**config.mk**
```make
export PLATFORM = sky130hd
export DESIGN_NAME = pulse_meter
export DESIGN_NICKNAME = d
export VERILOG_FILES = /design/src/rtl/pulse_meter_pkg.sv /design/src/rtl/pulse_meter_gate.sv /design/src/rtl/pulse_meter.sv
export SDC_FILE = /design/constraint.sdc
export NUM_CORES = 1
export LEC_CHECK = 0
export CORE_ASPECT_RATIO = 1.5
export CORE_MARGIN = 1
export CORE_UTILIZATION = 61
export CTS_CLUSTER_DIAMETER = 100
export DETAILED_ROUTE_END_ITERATION = 7
export PLACE_DENSITY = 0.85
export REMOVE_ABC_BUFFERS = 1
export SLEW_MARGIN = 10
export SYNTH_ARGS = -nofsm -noshare
export SYNTH_HDL_FRONTEND = slang
export SYNTH_SLANG_ARGS = --single-unit
```
**constraint.sdc**
```tcl
create_clock -name clk -period 3.75 [get_ports clk]
set_clock_uncertainty 0.2 [all_clocks]
set_input_delay 0.5625 -clock clk [delete_from_list [all_inputs] [get_ports clk]]
set_output_delay 0.5625 -clock clk [all_outputs]
set_load 0.02 [all_outputs]
```
**src/rtl/pulse_meter_pkg.sv**
```systemverilog
// Shared types and default constants for the pulse_meter measurement block.
package pulse_meter_pkg;

    typedef enum logic [1:0] {
        ST_IDLE = 2'd0,
        ST_ARM  = 2'd1,
        ST_MEAS = 2'd2
    } meter_state_t;

    localparam int GATE_CYCLES_1MS = 100000;
    localparam int TIMEOUT_DEFAULT = 65535;

endpackage

```
**src/rtl/pulse_meter_gate.sv**
```systemverilog
// Fixed-length gate counter: counts rising edges per window and publishes the total.
module pulse_meter_gate
    import pulse_meter_pkg::*;
#(
    parameter int GATE_CYCLES = GATE_CYCLES_1MS,
    parameter int FREQ_W      = 20
) (
    input  logic              clk,
    input  logic              rst_n,
    input  logic              enable,
    input  logic              rise,
    output logic [FREQ_W-1:0] freq_khz,
    output logic              freq_valid
);

    localparam int GATE_W = (GATE_CYCLES > 1) ? $clog2(GATE_CYCLES) : 1;
    localparam logic [GATE_W-1:0] GATE_LAST = GATE_W'(GATE_CYCLES - 1);

    logic [GATE_W-1:0] gate_cnt;
    logic [FREQ_W-1:0] edge_cnt;
    logic [FREQ_W-1:0] edge_inc;

    // Edge total including the current cycle, pinned at all-ones.
    assign edge_inc = (rise && !(&edge_cnt)) ? edge_cnt + 1'b1 : edge_cnt;

    always_ff @(posedge clk or negedge rst_n) begin
        if (!rst_n) begin
            gate_cnt   <= '0;
            edge_cnt   <= '0;
            freq_khz   <= '0;
            freq_valid <= 1'b0;
        end else if (!enable) begin
            gate_cnt   <= '0;
            edge_cnt   <= '0;
            freq_khz   <= '0;
            freq_valid <= 1'b0;
        end else if (gate_cnt == GATE_LAST) begin
            gate_cnt   <= '0;
            edge_cnt   <= '0;
            freq_khz   <= edge_inc;
            freq_valid <= 1'b1;
        end else begin
            gate_cnt   <= gate_cnt + 1'b1;
            edge_cnt   <= edge_inc;
            freq_valid <= 1'b0;
        end
    end

endmodule

```
**src/rtl/pulse_meter.sv**
```systemverilog
// Period / high-time / frequency meter with loss-of-signal detection.
//   state   | meaning
//   IDLE    | disabled, everything cleared
//   ARM     | waiting for a reference rising edge
//   MEAS    | timing the current period from the last rise
module pulse_meter
    import pulse_meter_pkg::*;
#(
    parameter int CNT_W          = 16,
    parameter int TIMEOUT_CYCLES = TIMEOUT_DEFAULT,
    parameter int GATE_CYCLES    = GATE_CYCLES_1MS,
    parameter int FREQ_W         = 20
) (
    input  logic              clk,
    input  logic              rst_n,
    input  logic              enable,
    input  logic              pulse_in,
    output logic [CNT_W-1:0]  period_cycles,
    output logic [CNT_W-1:0]  high_cycles,
    output logic              meas_valid,
    output logic [FREQ_W-1:0] freq_khz,
    output logic              freq_valid,
    output logic              no_signal
);

    localparam logic [CNT_W-1:0] TIMEOUT_V = CNT_W'(TIMEOUT_CYCLES);

    meter_state_t     state, state_nxt;
    logic             pulse_d;
    logic             rise, fall;
    logic [CNT_W-1:0] per_cnt, per_cnt_nxt;
    logic [CNT_W-1:0] hi_lat, hi_lat_nxt;
    logic [CNT_W-1:0] period_nxt, high_nxt;
    logic             mv_nxt, nosig_nxt;

    assign rise = pulse_in & ~pulse_d;
    assign fall = ~pulse_in & pulse_d;

    always_ff @(posedge clk or negedge rst_n) begin
        if (!rst_n) begin
            pulse_d       <= 1'b0;
            state         <= ST_IDLE;
            per_cnt       <= '0;
            hi_lat        <= '0;
            period_cycles <= '0;
            high_cycles   <= '0;
            meas_valid    <= 1'b0;
            no_signal     <= 1'b0;
        end else begin
            pulse_d       <= pulse_in;
            state         <= state_nxt;
            per_cnt       <= per_cnt_nxt;
            hi_lat        <= hi_lat_nxt;
            period_cycles <= period_nxt;
            high_cycles   <= high_nxt;
            meas_valid    <= mv_nxt;
            no_signal     <= nosig_nxt;
        end
    end

    always_comb begin
        state_nxt   = state;
        per_cnt_nxt = per_cnt;
        hi_lat_nxt  = hi_lat;
        period_nxt  = period_cycles;
        high_nxt    = high_cycles;
        mv_nxt      = 1'b0;
        nosig_nxt   = no_signal;
        if (!enable) begin
            state_nxt   = ST_IDLE;
            per_cnt_nxt = '0;
            hi_lat_nxt  = '0;
            period_nxt  = '0;
            high_nxt    = '0;
            nosig_nxt   = 1'b0;
        end else begin
            case (state)
                ST_IDLE: state_nxt = ST_ARM;
                ST_ARM: begin
                    if (rise) begin
                        per_cnt_nxt = CNT_W'(1);
                        nosig_nxt   = 1'b0;
                        state_nxt   = ST_MEAS;
                    end
                end
                ST_MEAS: begin
                    // A rise on the timeout cycle still counts as a valid period.
                    if (rise) begin
                        period_nxt  = per_cnt;
                        high_nxt    = hi_lat;
                        mv_nxt      = 1'b1;
                        per_cnt_nxt = CNT_W'(1);
                    end else if (per_cnt == TIMEOUT_V) begin
                        nosig_nxt   = 1'b1;
                        period_nxt  = '0;
                        high_nxt    = '0;
                        per_cnt_nxt = '0;
                        state_nxt   = ST_ARM;
                    end else begin
                        per_cnt_nxt = per_cnt + 1'b1;
                        if (fall) hi_lat_nxt = per_cnt;
                    end
                end
                default: state_nxt = ST_IDLE;
            endcase
        end
    end

    pulse_meter_gate #(
        .GATE_CYCLES (GATE_CYCLES),
        .FREQ_W      (FREQ_W)
    ) u_gate (
        .clk        (clk),
        .rst_n      (rst_n),
        .enable     (enable),
        .rise       (rise),
        .freq_khz   (freq_khz),
        .freq_valid (freq_valid)
    );

endmodule

```
; After elaboration in Yosys (flattened, before gate mapping)
; Index checks and enable logic that the tools add are counted.
[classes]
addsub = 3
eq_ne = 14
n_mux = 39
bitwise_logic = 4
n_reduce_logical = 9
[ops]
columns = op, count
row1 = $mux W16, 16
row2 = $mux W20, 5
row3 = $mux W17, 2
row4 = $pmux W16 S2, 1
row5 = $add A20 B1 Y20 const B, 1
row6 = $reduce_and A20 Y1, 1
row7 = $add A17 B1 Y17 const B, 1
row8 = $eq A17 B17 Y1 const B, 1
row9 = $add A16 B1 Y16 const B, 1
row10 = $eq A16 B16 Y1 const B, 1
row11 = $mux W1, 9
row12 = $mux W2, 4
row13 = $reduce_and A4 Y1, 2
row14 = $ne A2 B1 Y1 const B, 3
row15 = $ne A3 B1 Y1 const B, 2
row16 = $ne A3 B3 Y1 const B, 2
row17 = $pmux W2 S3, 1
row18 = $ne A2 B2 Y1 const B, 2
row19 = $reduce_and A2 Y1, 2
row20 = $ne A3 B2 Y1 const B, 1
row21 = $reduce_and A3 Y1, 1
row22 = $and A1 B1 Y1, 2
row23 = $eq A2 B1 Y1 const B, 1
row24 = $eq A2 B2 Y1 const B, 1
row25 = 5 further kinds, 6
[word_totals]
regBits = 127
input_bits = 4
out_inout_bits = 55

; Depth between registers and ports, before layout
; Gate-level depths: netlist of the first run.
[logic_depth]
ltp_word = 7
mapped_depth = 7
mapped_depth_nobuf = 6

; Modules after synthesis
; Synthesis of the first run repeated with hierarchy kept, for this count alone.
[unflattened]
hier_cells = 608
hier_area_um2 = 5936.9
[by_module_without_submodules]
columns = module, instances, cells_per_inst, area_per_inst_um2
row1 = pulse_meter, 1, 343, 3266.9
row2 = pulse_meter_gate, 1, 265, 2670.1

; Worst setup path before layout of the first run
; OpenSTA, ideal clock, no wires.
[synth_timing]
path_type = register -> register
startpoint = register u_gate.gate_cnt[12]
endpoint = register u_gate.edge_cnt[8]
setup_ps = 124
arrival_ps = 1675
t_required_ps = 3426
slack_ps = 1751
stages_incl_launch_ff = 7
synth_period_minus_slack_ps = 1999
path_cell_list = dfrtp_1 -> or3_1 -> nor4_4 -> nand2b_1 -> buf_4 -> buf_6 -> nor2_1
[synth_between]
elab_chain_cells = 3
[synth_rtl]
columns = element, line
row1 = from (decl), pulse_meter_gate.sv:19  ; logic [GATE_W-1:0] gate_cnt;
row2 = from (signal assigned), pulse_meter_gate.sv:43  ; gate_cnt <= gate_cnt + 1'b1;
row3 = $eq A17 B17 Y1, pulse_meter_gate.sv:37  ; end else if (gate_cnt == GATE_LAST) begin
row4 = $mux W20, pulse_meter_gate.sv:37
row5 = $mux W20, pulse_meter_gate.sv:32  ; end else if (!enable) begin
row6 = to (signal assigned), pulse_meter_gate.sv:44  ; edge_cnt <= edge_inc;
row7 = to (decl), pulse_meter_gate.sv:20  ; logic [FREQ_W-1:0] edge_cnt;
; No other way between the ends.
; A chain may end at the register's enable or synchronous reset.

; Worst setup path after layout of the first run
[layout_timing]
startpoint = register u_gate.gate_cnt[13]
endpoint = register u_gate.freq_khz[6]
[layout_between]
elab_chain_cells = 2
[layout_rtl]
columns = element, line
row1 = $eq A17 B17 Y1, pulse_meter_gate.sv:37
row2 = $ne A2 B1 Y1 (no source line), --
row3 = to (signal assigned), pulse_meter_gate.sv:40  ; freq_khz <= edge_inc;
row4 = to (decl), pulse_meter_gate.sv:12  ; output logic [FREQ_W-1:0] freq_khz,
; No other way between the ends.

==> results.txt, run 1 <==
Worst Setup Slack, final: 0.996 ns
Yosys cell types: 53
Die Wd: 80.9 µm
Max-cap violations: 0
Tot GR Track Use: 0.284
Vias in the first global route: 4405
Core region area: 8930 µm²
Post-DP HPWL: 7960 µm
CP Launch Type: register
Peak VDD IR: 371 µV
First DRT Iteration DRCs: 473
Vias: 4436
Flip-flop and latch count after synthesis: 127
PwrDens: 441 nW/µm²
Smallest hold slack: 0.0575 ns
Final Hold Vio Count: 0
Outcome: finished clean
Ys async rst share: 1.00
Post-synth EDFFs: 0
Ratio of cells with drive above 1 in the final layout: 0.0797
Worst-Margin Slew: 1.16 ns
Yosys top cell by area: dfrtp_1
Clk sinks: 127
Critical path type: reg2reg
Total Routed Length: 12600 µm
Final nets: 586
Max clock buf depth: 2
Fmax: 363 MHz
Synth-to-Final Area Change: 20.9%
Worst skew pair latency: 0.42 ns
Non-Filler Instances: 700
Max Slew Vio Count: 0
Ant. Diodes: 0
Most common cell after layout, fill and taps aside: dfrtp_1
Final Setup Violations: 0
1st-pass router iterations: 5
YS warnings: 0
Overflow after GRT: 0
Final period util: 0.734
P_leak: 2.98 nW
Netlist Area Pre-Place: 5690 µm²
Synth area leaders: dfrtp_1 56%, a22o_1 5.2%, nor2_1 3.1%, mux2i_1 3.0%, xor2_1 2.9%
Worst slew margin: 0.224
Hold buffer count at CTS: 0
Req. time, crit path: 3.83 ns
Register area share after synthesis: 0.558
Largest net degree at the start of global routing: 71
Commonest non-fill, non-tap cells in the layout: 127 x dfrtp_1, 57 x clkdlybuf4s50_1, 47 x nor2_1
Die ar.: 9730 µm²
Dominant synthesized flop cell: dfrtp_1
Placer congestion estimate: 0.900
Final instance area: 6880 µm²
Worst slack, placed: 0.696 ns
Clock root cell: clkbuf_16
Post-Place Cell Area: 6320 µm²
Yosys top cell area share: 0.558
Layout Utilization: 0.770
Row count: 42
Post-CTS setup buffer count: 0
Initial antenna violation count: 0
DIE HEIGHT: 120 µm
Clk pin slew, worst setup/hold paths: 0.05 ns
RSZ-0062 raised after global routing: false
IO Pins: 59
Setup TNS Final: 0 ns
Post_cts resized: 0
Synthesized area per cell: 10.9 µm²
Synth Instances: 524
CP endpoint kind: register
Worst Path Arrival: 2.83 ns
Crit path time final: 2.75 ns
Port Buffers: 58
Max H-tree Level: 4
Residual DRC count: 0
CP max FO: 27
HP Class: in2async
Wire per inst: 18.0 µm
Post-Place Cells: 670
CTS Buf Count: 17
Total power: 3.04 mW
Vias per inst: 6.34
DRT antenna net count: 0
CTS tree: built
First-pass GRT wire length: 21100 µm
Initial Utilization: 0.637
[worst paths after layout]
| check | start | slack, ns | to | cells past startpoint |
|---|---|---|---|---|
| setup reg to reg | u_gate.gate_cnt[13]$_DFF_PN0_ | 1.0 | u_gate.freq_khz[6]$_DFFE_PN0P_ | 7 |
| max in group asynchronous | rst_n | 2.49 | u_gate.edge_cnt[19]$_DFF_PN0_ | 2 |
| hold / removal | rst_n | 0.06 | period_cycles[3]$_DFFE_PN0P_ | 1 |
| min in group clk | u_gate.gate_cnt[0]$_DFF_PN0_ | 0.28 | u_gate.gate_cnt[0]$_DFF_PN0_ | 1 |
| hold reg to reg | u_gate.gate_cnt[0]$_DFF_PN0_ | 0.28 | u_gate.gate_cnt[0]$_DFF_PN0_ | 1 |
| setup / recovery | u_gate.gate_cnt[13]$_DFF_PN0_ | 1.0 | u_gate.freq_khz[6]$_DFFE_PN0P_ | 7 |
[synthesized netlist by cell type, types with 2 or more instances]
cell type / number
nand4b_1: 2
a31oi_1: 8
o31ai_1: 4
a41oi_1: 2
a21oi_1: 27
clkbuf_1: 16
and4_1: 2
nor2b_1: 21
xnor2_1: 8
mux2i_1: 17
nor4_4: 2
and3_1: 11
nor3b_1: 4
nor3_2: 2
buf_6: 4
nand3b_1: 2
a21o_1: 3
inv_1: 6
and2_1: 3
a41o_1: 2
nand4_1: 15
nor4_1: 5
buf_2: 8
o211ai_1: 3
o21a_1: 3
ha_1: 3
o22ai_1: 3
o21ai_0: 29
buf_4: 2
nand3_1: 25
a22o_1: 34
a21boi_0: 2
or3_1: 4
dfrtp_1: 127
nand2b_1: 5
xor2_1: 19
nor3_1: 6
nor2_1: 47
nand2_1: 24
[flip-flops by register name, indices dropped and copies added, names as in the netlist]
signal             flops
hi_lat                16
high_cycles           16
meas_valid             1
no_signal              1
per_cnt               16
period_cycles         16
pulse_d                1
state                  2
u_gate.edge_cnt       20
u_gate.freq_khz       20
u_gate.freq_valid      1
u_gate.gate_cnt       17
[report_power, final]
group          leakage, nW  total (mW)  internal [mW]  switching [mW]
Combinational        0.946      0.0910         0.0245          0.0666
Clock                0.271        1.56          0.988           0.572
Sequential            1.77        1.39           1.38         0.00885
[layout make-up]
class | instances | area [µm²]
Clock buffer | 25 | 505
Clock inverter | 5 | 55.1
Fill cell | 587 | 2050
Inverter | 6 | 22.5
Multi-Input combinational cell | 360 | 2330
Sequential cell | 127 | 3180
Tap cell | 110 | 138
Timing Repair Buffer | 67 | 658
[critical path, stage by stage, from the launching register on]
cell and delay (ns):
dfrtp_1 0.43, nor4_1 0.30, nand3_1 0.18, nor4_4 0.27, buf_4 0.30, nand2b_1 0.40, buf_4 0.37, o22ai_1 0.15
[cell families (layout without fill, tap and decap cells)]
family | Yosys count | in the layout | synth area share
AO/OA/AOI/OAI | 129 | 129 | 0.154
flip-flops | 127 | 127 | 0.558
AND/OR/NAND/NOR | 184 | 184 | 0.176
multiplexers | 17 | 17 | 0.0299
adder cells (fa/ha/maj) | 3 | 3 | 0.00660
XOR/XNOR | 27 | 27 | 0.0415
buffers and inverters | 37 | 103 | 0.0330
[routing by layer]
layer / track usage / wire length (µm) / vias to the layer above
li1: - / - / 2010
met1: 0.344 / 5090 / 2231
met2: 0.479 / 6650 / 160
met3: 0.0626 / 607 / 35
met4: 0.124 / 280 / 0
met5: 0 / 0 / -
Power figures use the tool's default switching activity.
==> inputs of run 2 (changes only) <==
--- a/config.mk
+++ b/config.mk
@@ -7,10 +7,10 @@
 export LEC_CHECK = 0
 export CORE_ASPECT_RATIO = 1.5
 export CORE_MARGIN = 1
-export CORE_UTILIZATION = 61
+export CORE_UTILIZATION = 57
 export CTS_CLUSTER_DIAMETER = 100
 export DETAILED_ROUTE_END_ITERATION = 7
-export PLACE_DENSITY = 0.85
+export PLACE_DENSITY = 0.8
 export REMOVE_ABC_BUFFERS = 1
 export SLEW_MARGIN = 10
 export SYNTH_ARGS = -nofsm -noshare
==> constraint.sdc (replaced) <==
create_clock -name clk -period 2.85 [get_ports clk]
set_clock_uncertainty 0.2 [all_clocks]
set_input_delay 0.4275 -clock clk [delete_from_list [all_inputs] [get_ports clk]]
set_output_delay 0.4275 -clock clk [all_outputs]
set_load 0.02 [all_outputs]
==> run 2 against run 1 <==
- combinational power grew 45%
- critical endpoint is now u_gate.freq_khz[5]$_DFFE_PN0P_
- hold slack improved by 0.23 ns
- critical path depth fell by 1
- clock-buffer cell count unchanged
- core utilization down 4.6 points
- total power increased by 35%
- global-route usage shrank 1.4 points
- non-clock buffer count increased by 11
- register-to-register slack worse by 0.68 ns
==> results.txt, run 2 (synthesis gave the netlist of run 1 again) <==
Family with the most delay on the worst path: simple AND/OR/NAND/NOR gates (unchanged)
Register area: 3180 µm² (unchanged)
Crit-path slowest cell: dfrtp_1 (unchanged)
1st-pass router iterations: 6 (was 5)
Final period util: 0.889 (was 0.734)
PwrDens: 585 nW/µm² (was 441 nW/µm²)
Fmax: 395 MHz (was 363 MHz)
Worst path max stage delay: 0.44 ns (was 0.43 ns)
Die ar.: 10400 µm² (was 9730 µm²)
Largest net degree at the start of global routing: 41 (was 71)
DIE HEIGHT: 124 µm (was 120 µm)
Post-DP HPWL: 8780 µm (was 7960 µm)
Clk pin slew, worst setup/hold paths: 0.05 ns (about the same)
Port Buffers: 58 (unchanged)
Worst slew margin: 0.563 (was 0.224)
Worst Setup Slack, final: 0.316 ns (was 0.996 ns)
CTS Buf Count: 17 (unchanged)
Ratio of cells with drive above 1 in the final layout: 0.0965 (was 0.0797)
Vias per inst: 6.18 (was 6.34)
Worst slack, placed: 0.325 ns (was 0.696 ns)
Clock root cell: clkbuf_16 (unchanged)
Crit-path cells: ha_1 > and3_1 > nand4_1 > o211ai_1 > xor2_1 > a21oi_1 (was nor4_1 > nand3_1 > nor4_4 > buf_4 > nand2b_1 > buf_4 > o22ai_1)
Residual DRC count: 0 (unchanged)
Worst Path Arrival: 2.62 ns (was 2.83 ns)
Layout Utilization: 0.724 (was 0.770)
CP endpoint kind: register (unchanged)
Row count: 44 (was 42)
First-pass GRT wire length: 22100 µm (was 21100 µm)
Final nets: 597 (was 586)
Max H-tree Level: 4 (unchanged)
Placer congestion estimate: 0.989 (was 0.900)
Crit path time final: 2.53 ns (was 2.75 ns)
Clk sinks: 127 (unchanged)
DRT antenna net count: 0 (unchanged)
Wire per inst: 18.6 µm (was 18.0 µm)
Max-cap violations: 0 (unchanged)
Final Hold Vio Count: 0 (unchanged)
Commonest non-fill, non-tap cells in the layout: 127 x dfrtp_1, 57 x clkdlybuf4s50_1, 47 x nor2_1 (unchanged)
Top flop regs: u_gate.edge_cnt (20), u_gate.freq_khz (20), u_gate.gate_cnt (17) (unchanged)
Tot GR Track Use: 0.270 (was 0.284)
First DRT Iteration DRCs: 359 (was 473)
Final Setup Violations: 0 (unchanged)
WP buf/inv: 0 (was 2)
Peak VDD IR: 556 µV (was 371 µV)
Setup TNS Final: 0 ns (unchanged)
Overflow after GRT: 0 (unchanged)
Max Slew Vio Count: 0 (unchanged)
CP Launch Type: register (unchanged)
Vias: 4424 (was 4436)
CTS tree: built (unchanged)
IO Pins: 59 (unchanged)
Worst-Margin Slew: 0.650 ns (was 1.16 ns)
Critical path type: reg2reg (unchanged)
Worst skew pair latency: 0.42 ns (about the same)
CP max FO: 11 (was 27)
Vias in the first global route: 4626 (was 4405)
Total power: 4.11 mW (was 3.04 mW)
Core region area: 9690 µm² (was 8930 µm²)
Initial Utilization: 0.587 (was 0.637)
Total Routed Length: 13300 µm (was 12600 µm)
RSZ-0062 raised after global routing: false (unchanged)
HP Class: reg2reg (was in2async)
P_leak: 3.06 nW (was 2.98 nW)
Filler instances: 700 (was 587)
Die Wd: 83.6 µm (was 80.9 µm)
Req. time, crit path: 2.93 ns (was 3.83 ns)
Synth-to-Final Area Change: 23.3% (was 20.9%)
Initial antenna violation count: 0 (unchanged)
Max clock buf depth: 2 (unchanged)
Outcome: finished clean (unchanged)
Most common cell after layout, fill and taps aside: dfrtp_1 (unchanged)
Area of the multi-input gates: 2330 µm² (unchanged)
Ant. Diodes: 0 (unchanged)
==> run 2: cell types whose count changed in the layout (fill, tap and decap cells not counted) <==
cell           before  now
clkbuf_8            5    6
clkinvlp_4          2    1
buf_4               9   18
buf_12              1    2
dlygate4sd3_1       0    1
bufinv_16           1    2
clkbuf_1            3    2
==> run 2: what timing repair did <==
item,CTS,global route
setup buffers,0,0
hold endpoints to repair,37,0
resized for setup,0,0
hold buffers,1,0
==> run 2: area by class of cell <==
type | count | share of cell area
sequential | 127 | 0.453
multi-input combinational | 360 | 0.331
clock inverter | 5 | 0.0111
timing repair buffer | 78 | 0.108
tap | 115 | 0.0205
clock buffer | 25 | 0.0734
inverter | 6 | 0.00321
==> run 2: through the flow <==
step	instance area, µm²	hold WS, ns	std cells
floorplan	5530	-0.0681	493
finish	7020	0.284	716
global placement	6420	0.237	685
CTS	7020	0.286	716
detailed placement	6420	0.242	685
global route	7020	0.313	716
==> run 2: worst paths after layout <==
check	from	to	slack [ns]	depth (start not counted)
setup / recovery	u_gate.edge_cnt[0]$_DFF_PN0_	u_gate.freq_khz[5]$_DFFE_PN0P_	0.32	6
hold / removal	u_gate.gate_cnt[0]$_DFF_PN0_	u_gate.gate_cnt[0]$_DFF_PN0_	0.28	1
setup reg to reg	u_gate.edge_cnt[0]$_DFF_PN0_	u_gate.freq_khz[5]$_DFFE_PN0P_	0.32	6
hold reg to reg	u_gate.gate_cnt[0]$_DFF_PN0_	u_gate.gate_cnt[0]$_DFF_PN0_	0.28	1
max in group asynchronous	rst_n	high_cycles[8]$_DFFE_PN0P_	1.44	3
min in group asynchronous	rst_n	period_cycles[5]$_DFFE_PN0P_	0.33	2
==> run 2: per-layer routing <==
metal	wire, µm	track usage
met5	0	0
met4	367	0.129
met3	561	0.0596
met2	7230	0.477
met1	5160	0.306
==> run 2: worst reg2reg max path, cell delays in order (launching register included) <==
cell	delay (ns)
dfrtp_1	0.44
ha_1	0.27
and3_1	0.24
nand4_1	0.41
o211ai_1	0.38
xor2_1	0.35
a21oi_1	0.12
==> run 2: power by group <==
group | switching, mW | internal (mW) | total (mW)
clock network | 0.736 | 1.41 | 2.15
logic | 0.0915 | 0.0410 | 0.132
registers | 0.0124 | 1.81 | 1.83
==> inputs of run 3 (changes only) <==
--- a/config.mk
+++ b/config.mk
@@ -7,11 +7,12 @@
 export LEC_CHECK = 0
 export CORE_ASPECT_RATIO = 1.5
 export CORE_MARGIN = 1
-export CORE_UTILIZATION = 57
+export CORE_UTILIZATION = 50
 export CTS_CLUSTER_DIAMETER = 100
 export DETAILED_ROUTE_END_ITERATION = 7
-export PLACE_DENSITY = 0.8
+export PLACE_DENSITY = 0.72
 export REMOVE_ABC_BUFFERS = 1
+export SETUP_SLACK_MARGIN = 0.5
 export SLEW_MARGIN = 10
 export SYNTH_ARGS = -nofsm -noshare
 export SYNTH_HDL_FRONTEND = slang
==> run 3 against run 2 <==
- clock-buffer cell count down 5
- register-to-register slack better by 0.34 ns
- clock power up 12%
- global-route usage down 2.6 points
- total power up 6.0%
- final area up 2.0%
- setup slack better by 0.34 ns
- sequential power about the same
- via count down 0.32%
- non-clock buffer count up 3
- largest power group unchanged
- highest routed layer unchanged
==> results.txt, run 3 (synthesis gave the netlist of run 1 again) <==
Outcome: finished clean (unchanged)
CTS Buf Count: 17 (unchanged)
Total Routed Length: 12800 µm (was 13300 µm)
Core region area: 11100 µm² (was 9690 µm²)
Top layer in use: met4 (unchanged)
Setup crit end: u_gate.freq_khz[18]$_DFFE_PN0P_ (was u_gate.freq_khz[5]$_DFFE_PN0P_)
Max Slew Vio Count: 0 (unchanged)
Req. time, crit path: 2.97 ns (was 2.93 ns)
Cell-internal power: 3.45 mW (was 3.27 mW)
Final period util: 0.769 (was 0.889)
Crit path time final: 2.19 ns (was 2.53 ns)
Worst-Margin Slew: 0.584 ns (was 0.650 ns)
HP Class: reg2reg (unchanged)
Top flop regs: u_gate.edge_cnt (20), u_gate.freq_khz (20), u_gate.gate_cnt (17) (unchanged)
Worst Setup Slack, final: 0.658 ns (was 0.316 ns)
Overflow after GRT: 0 (unchanged)
Crit-path cells: ha_1 > nand3_1 > nor4_4 > and2_1 > nor3b_1 > a311oi_1 (was ha_1 > and3_1 > nand4_1 > o211ai_1 > xor2_1 > a21oi_1)
CP max FO: 7 (was 11)
Placer congestion estimate: 0.875 (was 0.989)
Family with the most delay on the worst path: simple AND/OR/NAND/NOR gates (unchanged)
DIE HEIGHT: 133 µm (was 124 µm)
Sw Ratio: 0.207 (was 0.205)
Smallest hold slack: 0.285 ns (was 0.284 ns)
Worst Path Arrival: 2.31 ns (was 2.62 ns)
Crit path from: u_gate.edge_cnt[0]$_DFF_PN0_ (unchanged)
DRT antenna net count: 0 (unchanged)
Ratio of cells with drive above 1 in the final layout: 0.109 (was 0.0965)
Clk sinks: 127 (unchanged)
Max H-tree Level: 4 (unchanged)
Wire per inst: 17.0 µm (was 18.6 µm)
Routed length on met3: 576 µm (was 561 µm)
Initial Utilization: 0.515 (was 0.587)
Hold Crit Start: u_gate.gate_cnt[0]$_DFF_PN0_ (unchanged)
CP endpoint kind: register (unchanged)
Commonest non-fill, non-tap cells in the layout: 127 x dfrtp_1, 57 x clkdlybuf4s50_1, 47 x nor2_1 (unchanged)
Tot GR Track Use: 0.244 (was 0.270)
Clock root cell: clkbuf_16 (unchanged)
PwrDens: 608 nW/µm² (was 585 nW/µm²)
Final Setup Violations: 0 (unchanged)
Clock power frac: 0.552 (was 0.523)
Reg-to-reg startpoint: u_gate.edge_cnt[0]$_DFF_PN0_ (unchanged)
Total power: 4.36 mW (was 4.11 mW)
Die Wd: 89.1 µm (was 83.6 µm)
Most common cell after layout, fill and taps aside: dfrtp_1 (unchanged)
Max clock buf depth: 2 (unchanged)
Crit path depth: 6 (unchanged)
Ant. Diodes: 0 (unchanged)
Final instance area: 7160 µm² (was 7020 µm²)
P_leak: 3.10 nW (was 3.06 nW)
First-pass GRT wire length: 21900 µm (was 22100 µm)
Vias: 4410 (was 4424)
Final Hold Vio Count: 0 (unchanged)
Largest net degree at the start of global routing: 43 (was 41)
Critical path type: reg2reg (unchanged)
P_sw: 0.901 mW (was 0.840 mW)
Worst reg2reg setup slack: 0.66 ns (was 0.32 ns)
Port Buffers: 58 (unchanged)
Worst slack, placed: 0.303 ns (was 0.325 ns)
Worst path max stage delay: 0.46 ns (was 0.44 ns)
Fmax: 456 MHz (was 395 MHz)
Met1 Routed Length: 5180 µm (was 5160 µm)
Setup TNS Final: 0 ns (unchanged)
Crit-path slowest cell: nor4_4 (was dfrtp_1)
1st-pass router iterations: 5 (was 6)
Vias per inst: 5.86 (was 6.18)
Die ar.: 11800 µm² (was 10400 µm²)
Non-Filler Instances: 753 (was 716)
Met2 wire len: 6660 µm (was 7230 µm)
Residual DRC count: 0 (unchanged)
IO Pins: 59 (unchanged)
Crit Reg-Reg Endpoint: u_gate.freq_khz[18]$_DFFE_PN0P_ (was u_gate.freq_khz[5]$_DFFE_PN0P_)
Clk pin slew, worst setup/hold paths: 0.06 ns (was 0.05 ns)
Vias in the first global route: 4501 (was 4626)
Initial antenna violation count: 0 (unchanged)
Register-to-Register Path Depth: 6 (unchanged)
CP Launch Type: register (unchanged)
Sequential share of power: 0.419 (was 0.445)
Post-Place Cell Area: 6440 µm² (was 6420 µm²)
Max-cap violations: 0 (unchanged)
RSZ-0062 raised after global routing: false (unchanged)
Post-Place Cells: 716 (was 685)
CTS tree: built (unchanged)
Combinational share of power: 0.030 (was 0.032)
WP buf/inv: 0 (unchanged)
First DRT Iteration DRCs: 282 (was 359)
Final nets: 600 (was 597)
Layout Utilization: 0.648 (was 0.724)
Peak VDD IR: 422 µV (was 556 µV)
Worst skew pair latency: 0.42 ns (about the same)
Worst slew margin: 0.609 (was 0.563)
Post-DP HPWL: 8580 µm (was 8780 µm)
Row count: 47 (was 44)
Synth-to-Final Area Change: 25.8% (was 23.3%)
## run 3: layout make-up
type / instances / area, µm²
repair buffers: 81 / 769
well taps: 147 / 184
clock inverters: 12 / 208
multi-input cells: 360 / 2340
inverters: 6 / 22.5
fillers: 893 / 3890
clock buffers: 20 / 457
flip-flops and latches: 127 / 3180
## run 3: worst min-delay path by stage
| stage | endpoint | slack (ns) | cells past startpoint |
|---|---|---|---|
| floorplan | hi_lat[0]$_DFFE_PN0P_ | -0.07 | 0 |
| global placement | per_cnt[3]$_DFFE_PN0P_ | 0.25 | 1 |
| detailed placement | high_cycles[5]$_DFFE_PN0P_ | 0.26 | 1 |
| CTS | u_gate.gate_cnt[0]$_DFF_PN0_ | 0.29 | 1 |
| global route | u_gate.gate_cnt[0]$_DFF_PN0_ | 0.31 | 1 |
| finish | u_gate.gate_cnt[0]$_DFF_PN0_ | 0.28 | 1 |
## run 3: metal layers
layer  up-vias  track usage
met5         -            0
met3        34       0.0661
met2       145        0.404
met4         0       0.0979
met1      2195        0.297
li1       2036            -
## run 3: timing repair
item | 4_1_cts | 5_1_grt
pin swaps | 0 | 2
hold endpoints to repair | 38 | 0
hold buffers | 1 | 0
setup endpoints to repair | 2 | 39
resized for setup | 0 | 4
setup buffers | 2 | 2
## run 3: power by group through the flow
stage | Clock [mW] | Sequential (mW) | Combinational [mW]
detailed placement | 0 | 1.86 | 0.131
floorplan | 0 | 1.85 | 0.0503
global route | 2.51 | 1.83 | 0.148
CTS | 2.43 | 1.82 | 0.132
global placement | 0 | 1.86 | 0.126
finish | 2.40 | 1.82 | 0.129
